===== config.mk =====
export PLATFORM = sky130hd
export DESIGN_NAME = lower_layer_sender
export DESIGN_NICKNAME = d
export VERILOG_FILES = /design/src/rtl/lower_layer_sender.sv
export SDC_FILE = /design/constraint.sdc
export NUM_CORES = 1
export LEC_CHECK = 0
export CAP_MARGIN = 20
export CELL_PAD_IN_SITES_DETAIL_PLACEMENT = 0
export CELL_PAD_IN_SITES_GLOBAL_PLACEMENT = 1
export CORE_ASPECT_RATIO = 0.5
export CORE_UTILIZATION = 45
export DETAILED_ROUTE_END_ITERATION = 6
export DONT_BUFFER_PORTS = 1
export PLACE_DENSITY = 0.75
export SYNTH_ARGS = -nofsm -noshare
export SYNTH_HDL_FRONTEND = slang
export SYNTH_SLANG_ARGS = --single-unit

===== constraint.sdc =====
create_clock -name clk -period 2.2 [get_ports clk]
set_input_delay 0.44 -clock clk [delete_from_list [all_inputs] [get_ports clk]]
set_output_delay 0.44 -clock clk [all_outputs]
set_load 0.05 [all_outputs]

===== src/rtl/lower_layer_sender.sv =====
// Collects SIZE unsorted elements, sorts them with odd-even transposition,
// then presents them one at a time in ascending order to an upper merge layer.
module lower_layer_sender #(
    parameter int SIZE       = 4,
    parameter int DATA_WIDTH = 8
) (
    input  logic                  clk,
    input  logic                  rst_n,
    input  logic                  in_valid,
    input  logic [DATA_WIDTH-1:0] in_data,
    output logic                  in_ready,
    input  logic                  flush,
    input  logic                  shift,
    output logic [DATA_WIDTH-1:0] dout,
    output logic                  done
);

    localparam int CW = $clog2(SIZE + 1);
    localparam int IW = $clog2(SIZE);
    localparam logic [CW-1:0] LAST = CW'(SIZE - 1);
    localparam logic [CW-1:0] FULL = CW'(SIZE);

    typedef enum logic [1:0] {
        S_COLLECT,
        S_SORT,
        S_SEND
    } state_t;

    state_t                r_state;
    state_t                w_next;
    logic                  r_done;
    logic [CW-1:0]         r_wr_cnt;
    logic [CW-1:0]         r_pass_cnt;
    logic [CW-1:0]         r_rd_ptr;
    logic [DATA_WIDTH-1:0] r_buf  [SIZE];
    logic [DATA_WIDTH-1:0] w_pass [SIZE];

    // wr_cnt==FULL marks the hand-off cycle into SORT; nothing is accepted then
    assign in_ready = (r_state == S_COLLECT) && (r_wr_cnt != FULL);
    assign done     = r_done;
    assign dout     = (r_state == S_SEND) ? r_buf[r_rd_ptr[IW-1:0]] : '0;

    always_comb begin
        w_pass = r_buf;
        for (int i = 0; i < SIZE - 1; i++) begin
            if ((i[0] == r_pass_cnt[0]) && (r_buf[i+1] < r_buf[i])) begin
                w_pass[i]   = r_buf[i+1];
                w_pass[i+1] = r_buf[i];
            end
        end
    end

    always_comb begin
        w_next = r_state;
        if (flush) begin
            w_next = S_COLLECT;
        end else begin
            unique case (r_state)
                S_COLLECT: if (r_wr_cnt == FULL) w_next = S_SORT;
                S_SORT:    if (r_pass_cnt == LAST) w_next = S_SEND;
                S_SEND:    if (shift && (r_rd_ptr == LAST)) w_next = S_COLLECT;
                default:   w_next = S_COLLECT;
            endcase
        end
    end

    // done is a flop loaded from next state so the consumer sees a clean edge
    always_ff @(posedge clk or negedge rst_n) begin
        if (!rst_n) begin
            r_state <= S_COLLECT;
            r_done  <= 1'b0;
        end else begin
            r_state <= w_next;
            r_done  <= (w_next == S_SEND);
        end
    end

    always_ff @(posedge clk or negedge rst_n) begin
        if (!rst_n) begin
            r_wr_cnt   <= '0;
            r_pass_cnt <= '0;
            r_rd_ptr   <= '0;
            for (int i = 0; i < SIZE; i++) r_buf[i] <= '0;
        end else if (flush) begin
            r_wr_cnt   <= '0;
            r_pass_cnt <= '0;
            r_rd_ptr   <= '0;
        end else begin
            unique case (r_state)
                S_COLLECT: begin
                    if (r_wr_cnt == FULL) begin
                        r_wr_cnt <= '0;
                    end else if (in_valid) begin
                        r_buf[r_wr_cnt[IW-1:0]] <= in_data;
                        r_wr_cnt <= r_wr_cnt + CW'(1);
                    end
                end
                S_SORT: begin
                    r_buf      <= w_pass;
                    r_pass_cnt <= (r_pass_cnt == LAST) ? '0 : r_pass_cnt + CW'(1);
                    r_rd_ptr   <= '0;
                end
                S_SEND: begin
                    if (shift)
                        r_rd_ptr <= (r_rd_ptr == LAST) ? '0 : r_rd_ptr + CW'(1);
                end
                default: begin
                    r_wr_cnt <= '0;
                end
            endcase
        end
    end

endmodule


# Word-level counts from Yosys, hierarchy flattened
# Cells that the tools add are included.
totals:
  reg_bits: 44
  input_bits: 13
  elab_cells: 84
op_classes:
  reduce_logical: 17
  bitwise_logic: 4
  order_cmp: 6
  n_addsub: 3
  muxes: 29
  n_eq_ne: 16
ops:
  columns: ["cell", "count"]
  rows:
  - ["$mux 32", 2]
  - ["$pmux 32 s2", 1]
  - ["$mux 16", 3]
  - ["$bwmux 32", 1]
  - ["$mux 8", 4]
  - ["$mux 3", 9]
  - ["$lt 8x8->1", 3]
  - ["$reduce_and 5->1", 4]
  - ["$bmux 8 s2", 1]
  - ["$demux 8 s2", 1]
  - ["$ne 3x3->1 const B", 4]
  - ["$pmux 3 s2", 2]
  - ["$add 3x1->3 const B", 3]
  - ["$mux 2", 4]
  - ["$ne 2x2->1 const B", 4]
  - ["$eq 3x2->1 const B", 2]
  - ["$ge 3x3->1 const B", 2]
  - ["$logic_and 1x1->1", 6]
  - ["$not 2->3", 2]
  - ["$pmux 2 s3", 1]
  - ["$eq 2x2->1 const B", 2]
  - ["$ne 4x3->1 const B", 1]
  - ["$reduce_and 2->1", 2]
  - ["$reduce_bool 2->1", 2]
  - ["8 further kinds", 9]

# Depth between registers and ports, before layout
depth:
  ltp_word: 9
  depth_mapped: 11

# Least setup slack after synthesis
# No wires, ideal clock.
synth_path:
  path_type: "reg2reg"
  start: "register r_wr_cnt[0]"
  end: "register r_buf[10] (netlist bit)"
  path_slack_ps: 115
  setup_ps: 129
  path_stages_with_launch: 12
  t_arrival_ps: 1956
  cell_sequence: "dfrtp_1 > inv_1 > ha_1 > nand2_1 > nand2_1 > inv_2 > a21oi_1 > or2_1 > buf_2 > buf_2 > a221oi_1 > a2bb2oi_1"
synth_between:
  elab_chain_cells: 9
synth_rtl:
  columns: ["item", "line", "text"]
  rows:
  - ["start: declaration", "32", "logic [CW-1:0] r_wr_cnt;"]
  - ["start signal: assignment", "95", "r_wr_cnt <= r_wr_cnt + CW'(1);"]
  - ["$not 2->3 (not written as such)", "94", "r_buf[r_wr_cnt[IW-1:0]] <= in_data;"]
  - ["$ge 3x3->1 (not written as such) or $lt 3x1->1 (tied branches)", "94", null]
  - ["$logic_and 1x1->1 (not written as such)", "94", null]
  - ["$mux 8 (not written as such)", "94", null]
  - ["$demux 8 s2", "94", null]
  - ["$bwmux 32", "94", null]
  - ["$mux 32", "93", "end else if (in_valid) begin"]
  - ["$mux 32", "91", "if (r_wr_cnt == FULL) begin"]
  - ["$pmux 32 s2", "89", "unique case (r_state)"]
  - ["end signal: indexed assignment", "94", null]
  - ["end signal: assignment", "99", "r_buf <= w_pass;"]
  - ["end: declaration", "35", "logic [DATA_WIDTH-1:0] r_buf [SIZE];"]
# Several ways; a longest one is shown, not always the timed one. The select of a mux whose other input is x is not followed.
# A chain may end at the register's enable or synchronous reset.

# Worst setup path in the final report
layout_path:
  start: "register r_buf[11] (netlist bit)"
  end: "register r_buf[18] (netlist bit)"
layout_between:
  elab_chain_cells: 4
layout_rtl:
  columns: ["item", "line", "text"]
  rows:
  - ["$lt 8x8->1 (*)", "46", "if ((i[0] == r_pass_cnt[0]) && (r_buf[i+1] < r_buf[i])) begin"]
  - ["$logic_and 1x1->1 (*)", "46", null]
  - ["$ne 3x3->1 (no line) or $mux 16 (tied branches)", null, null]
  - ["$reduce_and 5->1 (no line) or $pmux 32 s2 (tied branches)", null, null]
# Every way passes the cells marked *; elsewhere a longest branch is shown, timed or not. The select of a mux whose other input is x is not followed.

==> results.sh <==
export IMPL_status="finished, violations left"
export IMPL_violations="DRC, hold timing"
export IMPL_placed_area_um2=3460
export IMPL_synth_fp_nets=357
export IMPL_cts_tree="yes"
export IMPL_drcViolationCount=1
export IMPL_grt_pass1_vias=2545
export IMPL_swShare_pct=36.3
export IMPL_startpoint_type="register"
export IMPL_rsz0062_at_grt="yes"
export IMPL_seqPwrFrac_pct=37.6
export IMPL_synth_area_top_cells="dfrtp_1 35%, ha_1 12%, mux4_2 5.8%, a2bb2oi_1 4.5%, inv_1 3.7%"
export IMPL_insertion_delay_ns=0.29
export IMPL_critPathTopFamily="compound AO/OA/AOI/OAI gates"
export IMPL_critPathCaptureType="register"
export IMPL_power_internal_uw=2260
export IMPL_antenna_found_initial=0
export IMPL_synth_main_ff_cell="dfrtp_1"
export IMPL_cts_buffers=5
export IMPL_synth_top_area_share_pct=35.2
export IMPL_io_pins=23
export IMPL_drt_total_wl_um=8300
export IMPL_cp_cell_sequence="ha_4 > o211a_1 > o31ai_2 > and3_4 > o211a_4 > buf_12 > a222oi_1 > mux2i_1"
export IMPL_area_growth_pct=22.0
export IMPL_drv_cap=0
export IMPL_grt_pass1_wl_um=13000
export IMPL_port_buffers=0
export IMPL_fin_worst_skew_ns=0.00368
export IMPL_fp_dieArea_um2=7310
export IMPL_power_density_nw_per_um2=928
export IMPL_cpPeakStageDelay_ns=0.45
export IMPL_synth_distinct_cells=53
export IMPL_use_met3_pct=6.11
export IMPL_rows=21
export IMPL_busiest_layer="met2"
export IMPL_hp_class="input pin to asynchronous set/reset pin"
export IMPL_slew_viol_final=0
export IMPL_comb_power_share_pct=41.1
export IMPL_vias=2696
export IMPL_critical_path_peak_fanout=7
export IMPL_viasPerCell=6.09
export IMPL_ant_nets=0
export IMPL_holdWs_ns=-0.0229
export IMPL_cpMaxStageDelayCell="dfrtp_1"
export IMPL_crit_path_start="r_buf[11]"
export IMPL_die_height_um=61.0
export IMPL_synth_most_common_cell="dfrtp_1"
export IMPL_fillers=586
export IMPL_dpl_hpwl_um=6310
export IMPL_setup_viol=0
export IMPL_track_usage_pct=23.8
export IMPL_met2_usage_pct=38.3
export IMPL_critPathKind="register to register"
export IMPL_fp_dieW_um=120
export IMPL_overflow=0
export IMPL_synth_area_um2=3130
export IMPL_start_util_pct=46.7
export IMPL_synth_seq_cells=44
export IMPL_fin_cells=443
export IMPL_crit_required_ns=2.35
export IMPL_arrival_ns=2.34
export IMPL_drt_iter0_markers=247
export IMPL_tritoncts_num_sinks=44
export IMPL_synth_edff_count=0
export IMPL_synth_avg_cell_area_um2=10.0
export IMPL_fin_crit_ns=2.19
export IMPL_firstDrtPassIters=7
export IMPL_drive_above_1_share_pct=27.1
export IMPL_p_sw_uw=1290
export IMPL_r2r_start="r_buf[11]"
export IMPL_fmax_mhz=457
export IMPL_p_leak_uw=0.00169
export IMPL_grt_max_degree=45
export IMPL_clock_power_share_pct=21.3
export IMPL_irDropWorstVdd_v=0.000359
export IMPL_core_area_um2=6700
export IMPL_final_core_util_pct=57.0
export IMPL_netlist_top_cell_by_area="dfrtp_1"
export IMPL_root_buffer="clkbuf_16"
export IMPL_clock_path_buffers=2
export IMPL_tightest_slew_ns=0.514
export IMPL_yosys_warnings=0
export IMPL_synthTopCellsByCount="44 x dfrtp_1, 31 x ha_1, 31 x inv_1"
export IMPL_cts_clk_slew_worst_paths_ns=0.06
export IMPL_fin_area_um2=3820
export IMPL_async_flop_share_pct=100
export IMPL_met1_usage_pct=32.5
export IMPL_finalHoldViolations=12
export IMPL_final_nets=394
export IMPL_route_detailed_wl_per_inst_um=18.7
export IMPL_crit_buf_inv=1
export IMPL_synth_seq_area_share_pct=35.2
export IMPL_place_inst=426
export IMPL_fin_crit_sh_pct=99.4
export IMPL_synthCells=313
export IMPL_diodes=0
export IMPL_ctsHtreeMaxLevel=2
export IMPL_gp_congestion=0.887
export IMPL_maxSlewHeadroom_pct=65.6
==> kinds of logic after synthesis <==
logic type,after synthesis,share of synthesized area (%)
buffers and inverters,48,6.79
DFF,44,35.2
and+or+nand+nor,66,11.9
muxes,18,8.99
adders and majority gates,31,12.4
AOI/OAI and AO/OA,106,24.7
==> timing repair <==
item                                    4_1_cts  5_1_grt
buffers inserted                              0        7
hold buffers                                  1        0
pin swaps                                     1        7
endpoints found under the hold margin        44        0
gates resized for setup                       5       23
endpoints found under the setup margin       13       39
cloned                                        0        1
==> layout make-up <==
cell class	instances	area (um^2)	area share, %
tap	92	115	3.01
clock buffer	8	146	3.83
timing repair buffer	46	408	10.7
multi-input combinational	221	1920	50.4
sequential	44	1110	29.0
inverter	32	120	3.14
==> placed cells by master (no fill, tap or decap), types with 10 or more instances in the layout <==
master,synthesis,layout
nor2_1,12,12
o21ai_1,10,10
a21oi_1,17,17
nor2b_1,11,10
buf_4,1,42
dfrtp_1,44,42
inv_1,31,29
o21ai_0,14,13
a2bb2oi_1,16,16
ha_1,31,28
==> layer usage <==
layer	wire, um	share of wire (%)
met3	524	6.3
met2	3770	45
met4	73	0.88
met5	0	0
met1	3930	47
==> power by group through the flow <==
stage	clock, uW	combinational (uW)	sequential [uW]
CTS	779	1310	1310
finish	755	1460	1330
global route	811	1610	1350
floorplan	0	836	1250
global placement	0	1220	1320
detailed placement	0	1240	1320
==> stage by stage <==
step | setup slack [ns] | total power [uW] | setup TNS [ns]
2_1_floorplan | 0.115 | 2090 | 0
5_1_grt | -0.0310 | 3770 | -0.101
4_1_cts | 0.00560 | 3400 | 0
3_5_place_dp | -0.0333 | 2550 | -0.0822
6_report | 0.0122 | 3540 | 0
3_3_place_gp | 0.0437 | 2530 | 0
==> worst paths after layout <==
| path | end | slack (ns) | cells after the start |
|---|---|---|---|
| min in group clk | r_wr_cnt[2] | 0.21 | 1 |
| worst min register to register | r_pass_cnt[1] | 0.54 | 2 |
| worst max register to register | r_buf[18] | 0.01 | 8 |
| worst min-delay path | r_buf[26] | -0.02 | 1 |
| max in group asynchronous | r_rd_ptr[1] | 1.95 | 1 |
| worst max-delay path | r_buf[18] | 0.01 | 8 |
==> sequential cells by signal, summed over array words and instances, names as in the netlist <==
name        cells
r_buf          32
r_pass_cnt      3
r_rd_ptr        3
r_wr_cnt        3
r_state         2
done            1
(Power assumes the default switching activity.)
